## src/rtl/seq_datapath_if.sv

```systemverilog
// Control/data bus between the host+controller side and seq_datapath.
//   start     : one-cycle run request
//   data_in   : load data for memory A
//   num       : current step number presented to the controller
//   WEA/WEB   : write enables for memories A and B
//   IncA/IncB : address increment strobes
//   busy/done : run in progress / run-complete pulse
//   rd_addr   : host read address into memory B
//   rd_data   : registered read data from memory B
interface seq_datapath_if #(
  parameter int unsigned DW = 8
);
  logic          start;
  logic [DW-1:0] data_in;
  logic [4:0]    num;
  logic          WEA;
  logic          WEB;
  logic          IncA;
  logic          IncB;
  logic          busy;
  logic          done;
  logic [1:0]    rd_addr;
  logic [DW-1:0] rd_data;

  // Datapath side
  modport slave (
    input  start, data_in, WEA, WEB, IncA, IncB, rd_addr,
    output num, busy, done, rd_data
  );

  // Host/controller side
  modport master (
    output start, data_in, WEA, WEB, IncA, IncB, rd_addr,
    input  num, busy, done, rd_data
  );
endinterface

```

## src/rtl/seq_datapath.sv

```systemverilog
// Step sequencer and memory datapath driven by the controller strobes.
// Generates step number num (0..LAST_STEP during a run, LAST_STEP+1 when
// idle), applies WEA/WEB/IncA/IncB each edge, loads memory A (8 words) from
// data_in and copies words from A into memory B (4 words), which the host
// reads through a registered port.
//   clk   : rising-edge clock
//   Reset : synchronous, active-high; clears state, addresses and memories
//   bus   : seq_datapath_if slave modport (see interface for signal list)
module seq_datapath #(
  parameter int unsigned DW        = 8,
  parameter int unsigned LAST_STEP = 18
) (
  input  logic          clk,
  input  logic          Reset,
  seq_datapath_if.slave bus
);

  localparam int unsigned NUM_W   = 5;
  localparam int unsigned AA_W    = 3;
  localparam int unsigned AB_W    = 2;
  localparam int unsigned A_DEPTH = 8;
  localparam int unsigned B_DEPTH = 4;

  localparam logic [NUM_W-1:0] NUM_LAST = NUM_W'(LAST_STEP);
  localparam logic [NUM_W-1:0] NUM_IDLE = NUM_W'(LAST_STEP + 1);

  typedef enum logic {
    S_IDLE = 1'b0,
    S_RUN  = 1'b1
  } state_e;

  state_e state_q, state_d;

  logic [NUM_W-1:0] num_q,     num_d;
  logic             busy_q,    busy_d;
  logic             done_q,    done_d;
  logic [AA_W-1:0]  addr_a_q,  addr_a_d;
  logic [AB_W-1:0]  addr_b_q,  addr_b_d;
  logic [DW-1:0]    rd_data_q, rd_data_d;
  logic [DW-1:0]    mem_a_q [A_DEPTH];
  logic [DW-1:0]    mem_a_d [A_DEPTH];
  logic [DW-1:0]    mem_b_q [B_DEPTH];
  logic [DW-1:0]    mem_b_d [B_DEPTH];

  // State register
  always_ff @(posedge clk) begin
    if (Reset) begin
      state_q <= S_IDLE;
    end else begin
      state_q <= state_d;
    end
  end

  // Next-state logic
  always_comb begin
    state_d = state_q;
    case (state_q)
      S_IDLE:  if (bus.start)         state_d = S_RUN;
      S_RUN:   if (num_q == NUM_LAST) state_d = S_IDLE;
      default: state_d = S_IDLE;
    endcase
  end

  // Datapath/output next values. Strobes are applied in every state; with the
  // controller attached they are all zero at the idle step value.
  always_comb begin
    num_d     = num_q;
    busy_d    = busy_q;
    done_d    = 1'b0;
    addr_a_d  = addr_a_q + AA_W'(bus.IncA);
    addr_b_d  = addr_b_q + AB_W'(bus.IncB);
    mem_a_d   = mem_a_q;
    mem_b_d   = mem_b_q;
    rd_data_d = mem_b_q[bus.rd_addr];

    // Both writes use pre-increment addresses; WEB copies the pre-edge A word
    if (bus.WEA) mem_a_d[addr_a_q] = bus.data_in;
    if (bus.WEB) mem_b_d[addr_b_q] = mem_a_q[addr_a_q];

    case (state_q)
      S_IDLE: begin
        num_d  = NUM_IDLE;
        busy_d = 1'b0;
        if (bus.start) begin
          num_d    = '0;
          busy_d   = 1'b1;
          addr_a_d = '0;
          addr_b_d = '0;
        end
      end
      S_RUN: begin
        if (num_q == NUM_LAST) begin
          num_d  = NUM_IDLE;
          busy_d = 1'b0;
          done_d = 1'b1;
        end else begin
          num_d = num_q + NUM_W'(1);
        end
      end
      default: begin
        num_d  = NUM_IDLE;
        busy_d = 1'b0;
      end
    endcase
  end

  // Datapath registers and memories
  always_ff @(posedge clk) begin
    if (Reset) begin
      num_q     <= NUM_IDLE;
      busy_q    <= 1'b0;
      done_q    <= 1'b0;
      addr_a_q  <= '0;
      addr_b_q  <= '0;
      rd_data_q <= '0;
      mem_a_q   <= '{default: '0};
      mem_b_q   <= '{default: '0};
    end else begin
      num_q     <= num_d;
      busy_q    <= busy_d;
      done_q    <= done_d;
      addr_a_q  <= addr_a_d;
      addr_b_q  <= addr_b_d;
      rd_data_q <= rd_data_d;
      mem_a_q   <= mem_a_d;
      mem_b_q   <= mem_b_d;
    end
  end

  assign bus.num     = num_q;
  assign bus.busy    = busy_q;
  assign bus.done    = done_q;
  assign bus.rd_data = rd_data_q;

endmodule

```

## src/flat_wrapper.sv

```systemverilog
// flat-port wrapper written by rule: the top's interface ports become plain ports
module seq_datapath_flat 
#(
  parameter int unsigned DW        = 8,
  parameter int unsigned LAST_STEP = 18
)
  (clk, Reset, bus_start, bus_data_in, bus_WEA, bus_WEB, bus_IncA, bus_IncB, bus_rd_addr, bus_num, bus_busy, bus_done, bus_rd_data);
  seq_datapath_if #(.DW(DW)) bus_i ();
  input  logic clk;
  input  logic Reset;
  input wire logic [$bits(bus_i.start)-1:0] bus_start;
  input wire logic [$bits(bus_i.data_in)-1:0] bus_data_in;
  input wire logic [$bits(bus_i.WEA)-1:0] bus_WEA;
  input wire logic [$bits(bus_i.WEB)-1:0] bus_WEB;
  input wire logic [$bits(bus_i.IncA)-1:0] bus_IncA;
  input wire logic [$bits(bus_i.IncB)-1:0] bus_IncB;
  input wire logic [$bits(bus_i.rd_addr)-1:0] bus_rd_addr;
  output wire logic [$bits(bus_i.num)-1:0] bus_num;
  output wire logic [$bits(bus_i.busy)-1:0] bus_busy;
  output wire logic [$bits(bus_i.done)-1:0] bus_done;
  output wire logic [$bits(bus_i.rd_data)-1:0] bus_rd_data;
  assign bus_i.start = bus_start;
  assign bus_i.data_in = bus_data_in;
  assign bus_i.WEA = bus_WEA;
  assign bus_i.WEB = bus_WEB;
  assign bus_i.IncA = bus_IncA;
  assign bus_i.IncB = bus_IncB;
  assign bus_i.rd_addr = bus_rd_addr;
  assign bus_num = bus_i.num;
  assign bus_busy = bus_i.busy;
  assign bus_done = bus_i.done;
  assign bus_rd_data = bus_i.rd_data;
  seq_datapath #(.DW(DW), .LAST_STEP(LAST_STEP)) u_core (.clk(clk), .Reset(Reset), .bus(bus_i));
endmodule
```

## config.mk

```make
export PLATFORM = sky130hd
export DESIGN_NAME = seq_datapath_flat
export DESIGN_NICKNAME = d
export VERILOG_FILES = /design/src/rtl/seq_datapath_if.sv /design/src/rtl/seq_datapath.sv /design/src/flat_wrapper.sv
export SDC_FILE = /design/constraint.sdc
export NUM_CORES = 1
export LEC_CHECK = 0
export BUFFER_PORTS_ARGS = -buffer_cell sky130_fd_sc_hd__buf_2
export CAP_MARGIN = 40
export CELL_PAD_IN_SITES_DETAIL_PLACEMENT = 1
export CELL_PAD_IN_SITES_GLOBAL_PLACEMENT = 2
export CORE_MARGIN = 5
export CORE_UTILIZATION = 30
export DETAILED_ROUTE_END_ITERATION = 16
export PLACE_DENSITY_LB_ADDON = 0.1
export SLEW_MARGIN = 10
export SYNTH_ARGS = -nofsm -noshare
export SYNTH_HDL_FRONTEND = slang
export SYNTH_SLANG_ARGS = --single-unit
```

## constraint.sdc

```tcl
create_clock -name clk -period 2.43 [get_ports clk]
set_input_delay 0.3645 -clock clk [delete_from_list [all_inputs] [get_ports clk]]
set_output_delay 0.3645 -clock clk [all_outputs]
set_load 0.02 [all_outputs]
```

==> summary.md, run 1 <==
| Metric | Value |
|---|---|
| Final net count | 560 |
| Core Rows | 47 |
| Via count | 3817 |
| CP Capture Type | flip-flop |
| Clock Tree Buf Depth | 2 |
| Final Hold Vio Count | 0 |
| Antenna violations before repair | 0 |
| Slew margin rel. | a little under two fifths |
| Crit path launch type | flip-flop |
| Die X | approximately 140 um |
| Crit path DAT | 2.54 ns |
| Total core area | 16300 um2 |
| Total Neg Setup Slack | 0 ns |
| Syn Area/Cell | 9.53 um2 |
| Chip height | 138 um |
| Post-DP HPWL | 9650 um |
| Synthesized flop and latch total | around 120 |
| Tmin final | approximately 2.3 ns |
| CTS sink count | around 120 |
| Worst path required time | 2.69 ns |
| Synth area leaders | dfxtp_1 47%, nand2_1 6.9%, a311oi_1 5.7%, mux2_2 5.2%, mux2i_1 4.9% |
| DRT iter0 DRCs | between 200 and 250 |
| P_leak | 0.00217 uW |
| Pwr dens | 848 nW/um2 |
| Gr usage total | 15.6% |
| Fmax | 439 MHz |
| R2r endpoint | u_core.mem_b_q[17] |
| Final RePlAce weighted congestion | 0.748 |
| Post-synthesis cell type count | 38 |
| Root buffer cell | clkbuf_16 |
| Port bufs | 31 |
| Post-synth top area share | 47.4% |
| Largest net degree at the start of global routing | between 60 and 70 |
| Hold Buf Count CTS | 0 |
| Maxcap violations | 0 |
| Worst Hold Slack | 0.277 ns |
| Sequential area share after synthesis | 47.4% |
| DR vias/cell | 4.96 |
| Antenna Violating Nets Remaining | 0 |
| CTS resizes | 0 |
| Worst Path Max Fanout | 16 |
| Antenna diode count | 0 |
| Reg-to-reg setup timing slack | 0.15 ns |
| Slew Viols, Final | 0 |
| H-Tree Depth | 4 |
| Hold Crit Start | bus_IncB |
| R2R depth | 5 |
| CTS tree | yes |
| Initial DRT Pass Iterations | 5 |
| Postcts setup bufs | 0 |
| Fill count | 1884 |
| DRC violations left | 0 |
| Tcrit/Tclk final | roughly 94% |
| RSZ-0062 raised after global routing | no |
| Top-level I/O count | 32 |
| R2R Path Start | u_core.addr_a_q[0] |
| P&R area growth vs syn | 21.0% |
| Synthesis Warnings | 0 |
| Clk pin slew, worst setup/hold paths | roughly 0.060 ns |
| Synth area leader | dfxtp_1 |
| Initial Utilization | 30.2% |
| Worst hold endpoint | u_core.addr_b_q[0] |
| Crit path kind | reg2reg |
| Post-Synthesis Cells | 519 |
| Syn nets | 541 |
| Vias in the first global route | ~4000 |
| Proportion of layout cells with a drive suffix above 1 | 21.5% |
| Final clock skew | 0.0127 ns |
| Worst Hold Class | in2reg |
| Later-pin clock latency in the skew report | 0.42 ns |
| WL final | between 10000 and 15000 um |
| Number of CTS-inserted buffers | 17 |
| Peak supply drop | 508 uV |
| Status | completed |
| WL/cell | between 15 and 20 um |
| GR Overflow Total | 0 |
| Mapped Area | 4940 um2 |
| Global-route wire length before repair | 23200 um |
| Worst slew pin tran | 0.935 ns |
| Die Area | roughly 19000 um2 |
| Hold Path Cell Cnt | 3 |
| Final setup viols | 0 |
-- logic make-up (layout without fill, tap and decap cells) --
family          count (synthesis)  count (layout)  share of synthesized area [%]
buf+inv                        49              80                           4.35
xor+xnor                        4               4                          0.709
simple gates                  193             193                           18.1
flops                         117             117                           47.4
fa+ha+maj                       5               5                           1.27
compound gates                 87              87                           12.2
mux                            64              64                           16.0
-- area by class of cell --
type,instances,area [um2],area share [%]
Clock buffer,23,498,8.32
Clock inverter,8,145,2.43
Inverter,1,3.75,0.0627
Multi-Input combinational cell,353,2410,40.2
Sequential cell,117,2340,39.2
Tap cell,220,275,4.60
Timing Repair Buffer,48,310,5.19
-- synthesized netlist by cell type (all sizes together) --
cell type / n
clkbuf: 35
nand2: 91
and2: 4
xor2: 2
or4b: 1
inv: 1
nor2b: 11
mux4: 8
a222oi: 8
and3: 1
mux2: 32
nand4bb: 1
dfxtp: 117
nor4bb: 3
and4: 2
nand4b: 3
a311oi: 32
nor3b: 1
a21oi: 42
nor2: 62
nand2b: 3
ha: 5
nand3: 3
nor4b: 1
and3b: 2
nand4: 1
a21o: 3
mux2i: 24
o21ai: 1
a31oi: 1
xnor2: 2
buf: 13
and4b: 3
-- flip-flops by register name, indices dropped and copies added, names as in the netlist, 2 cells and up --
| signal | flops |
|---|---|
| u_core.mem_a_q | 64 |
| u_core.bus.rd_data | 8 |
| u_core.bus.num | 5 |
| u_core.addr_a_q | 3 |
| u_core.mem_b_q | 32 |
| u_core.addr_b_q | 2 |
-- stage by stage --
step,setup WS (ns),std cells,power [uW],instance area (um2),utilization (%)
after detailed placement,0.159,739,2400,5340,32.7
after global placement,0.160,739,2390,5340,32.7
after global routing,0.0540,770,5270,5980,36.6
after floorplan,0.781,519,2280,4940,-
after CTS,0.124,770,5160,5980,36.6
final,0.150,770,5070,5980,36.6
-- power breakdown --
part,total (uW),switching [uW],internal [uW],leakage [uW]
clock,2720,878,1840,0.000311
combinational,336,200,137,0.000910
sequential,2020,41.4,1970,0.000949
-- layer usage --
| metal | global-route usage [%] | wire, um |
|---|---|---|
| met1 | 20.1 | 6990 |
| met2 | 25.4 | 6950 |
| met3 | 3.35 | 359 |
| met4 | 6.66 | 193 |
| met5 | 0 | 0 |
-- placed cells by master, fill, tap and decap left out, drive strengths merged, types with 2 or more instances in the layout --
cell type	count
nor2	62
nor4bb	3
clkinv	2
xnor2	2
mux2	32
nand2b	3
a21o	3
and3b	2
clkbuf	23
xor2	2
and4b	3
and4	2
clkinvlp	2
and2	4
a222oi	8
ha	5
nand2	91
nand4b	3
buf	48
a311oi	32
dfxtp	117
a21oi	42
nand3	3
mux4	8
mux2i	24
bufinv	4
nor2b	11
-- worst max path at each step --
stage,start,to
2_1_floorplan,u_core.addr_a_q[0],u_core.mem_b_q[14]
3_3_place_gp,u_core.addr_a_q[0],u_core.mem_b_q[1]
3_5_place_dp,u_core.addr_a_q[0],u_core.mem_b_q[9]
4_1_cts,u_core.addr_a_q[0],u_core.mem_b_q[17]
5_1_grt,u_core.addr_a_q[0],u_core.mem_b_q[9]
6_report,u_core.addr_a_q[0],u_core.mem_b_q[17]
-- critical path: stages (launching register included) --
cell	delay (ns)
dfxtp_2	0.60
buf_4	0.28
mux2_2	0.35
a222oi_1	0.53
buf_4	0.25
a311oi_1	0.10
Power figures use the tool's default switching activity.
==> run 2, diff against run 1 <==
CORE_UTILIZATION = 41   (was 30)
==> run 2 against run 1 <==
  * Final area decreased by 3.0%
  * Fmax is 5.0% higher
  * Hold slack worse by 0.0046 ns
  * Non-clock buffer count shrank 3
  * Global-route usage up 4.1 points
  * Clock power is 11% lower
  * Sequential cell count stayed put
  * Critical path depth decreased by 1
  * Via count grew 1.3%
  * Final cell count shrank 9.7%
  * Die area down 25%
  * Routed wire length shrank 7.4%
==> summary.md, run 2 (synthesis results as in run 1) <==
| Metric | Value |
|---|---|
| Slew margin rel. | 49.5% |
| Switch Pwr | 1070 uW |
| Clk pin slew, worst setup/hold paths | 0.05 ns |
| P_leak | 0.00213 uW |
| Switching part of the total | 22.4% |
| Hold Buf Count CTS | 0 |
| Die X | roughly 120 um |
| Number of CTS-inserted buffers | 17 |
| Final setup viols | 0 |
| R2R depth | 4 |
| CTS tree | yes |
| Slew Viols, Final | 0 |
| Clock Tree Buf Depth | 2 |
| Most common cell after layout, fill and taps aside | dfxtp_1 |
| Antenna Violating Nets Remaining | 0 |
| Post-DP HPWL | 9020 um |
| Reg power frac | 42.3% |
| Antenna diode count | 0 |
| Crit path DAT | 2.42 ns |
| Later-pin clock latency in the skew report | 0.42 ns |
| Max reg flops | 64 |
| Initial Utilization | 41.5% |
| Clk pwr share | 50.9% |
| Final RePlAce weighted congestion | 0.733 |
| Tcrit/Tclk final | 89.3% |
| Worst Hold Class | in2reg |
| Gr usage total | 19.7% |
| DRT iter0 DRCs | between 200 and 250 |
| WL/cell | 19.3 um |
| Crit path launch type | flip-flop |
| Worst path required time | approximately 2.7 ns |
| Die Area | 14400 um2 |
| RSZ-0062 raised after global routing | no |
| Total Neg Setup Slack | 0 ns |
| Postcts setup bufs | 0 |
| GR Overflow Total | 0 |
| Chip height | 120 um |
| Pwr dens | 822 nW/um2 |
| H-Tree Depth | 4 |
| Logic pwr share | 6.9% |
| Core Rows | 40 |
| Port bufs | 31 |
| DRC violations left | 0 |
| WL final | 13400 um |
| Fmax | 461 MHz |
| Antenna violations before repair | 0 |
| Top-level I/O count | 32 |
| Crit path kind | reg2reg |
| Final net count | 557 |
| Fill count | between 1000 and 1500 |
| Maxcap violations | 0 |
| Most frequent cells in the layout | 116 x dfxtp_1, 91 x nand2_1, 62 x nor2_1 |
| Status | completed |
| Initial DRT Pass Iterations | 6 |
| P&R area growth vs syn | 17.4% |
| DR vias/cell | 5.56 |
| Vias in the first global route | around 3800 |
| Largest net degree at the start of global routing | 59 |
| CTS resizes | 0 |
| Tmin final | about 2.2 ns |
| Total core area | between 10000 and 15000 um2 |
| Final Hold Vio Count | 0 |
| Root buffer cell | clkbuf_16 |
| Global-route wire length before repair | about 21000 um |
| Worst slew pin tran | 0.756 ns |
| Via count | a little under 4000 |
| Proportion of layout cells with a drive suffix above 1 | 20.3% |
| Final clock skew | ~0.019 ns |
| Int Power | 3700 uW |
| Total power | 4770 uW |
| CTS sink count | 117 |
| Hold Path Cell Cnt | 3 |
| CP Capture Type | flip-flop |
| Worst Path Max Fanout | 36 |
| Peak supply drop | 477 uV |
| Top reg by flops | u_core.mem_a_q |
run 2: stage by stage:
step           cells  hold slack [ns]  util, %  setup slack (ns)  area, um2
6_report         695            0.272     48.7             0.260       5800
5_1_grt          695            0.274     48.7             0.152       5800
4_1_cts          695            0.256     48.7             0.279       5800
3_5_place_dp     663            0.448     43.9             0.268       5230
3_3_place_gp     663            0.440     43.9             0.355       5230
2_1_floorplan    519            0.432        -             0.781       4940
run 2: final cells by class:
class	count	area (um2)	share of cell area [%]
clock buffers	30	544	9.38
clock inverters	2	35.0	0.604
inverters	1	3.75	0.0647
multi-input cells	353	2410	41.5
flip-flops and latches	117	2340	40.4
well taps	147	184	3.17
repair buffers	45	288	4.96
run 2: worst max-delay path, cell delays in order, from the launching register on:
cell,delay (ns)
dfxtp_2,0.52
buf_12,0.27
mux2_2,0.37
a222oi_1,0.64
a311oi_1,0.19
run 2: metal layers:
| layer | part of all wire (%) | vias up | GRT usage [%] |
|---|---|---|---|
| li1 | - | 1870 | - |
| met1 | 47 | 1929 | 25.4 |
| met2 | 48 | 56 | 31.9 |
| met3 | 3.2 | 10 | 4.62 |
| met4 | 1.3 | 0 | 7.52 |
| met5 | 0 | - | 0 |
run 2: final timing paths:
kind | slack (ns) | startpoint | endpoint
max | 0.26 | u_core.addr_a_q[0] | u_core.mem_b_q[7]
min | 0.27 | bus_data_in[7] | u_core.mem_a_q[23]
max reg2reg | 0.26 | u_core.addr_a_q[0] | u_core.mem_b_q[7]
min reg2reg | 0.46 | u_core.mem_a_q[20] | u_core.mem_a_q[20]
run 2: power by group through the flow:
stage / clock network, uW / registers (uW) / logic, uW
floorplan: 0 / 2050 / 230
global placement: 0 / 2050 / 321
detailed placement: 0 / 2060 / 330
CTS: 2480 / 2020 / 331
global route: 2590 / 2020 / 359
finish: 2430 / 2020 / 327
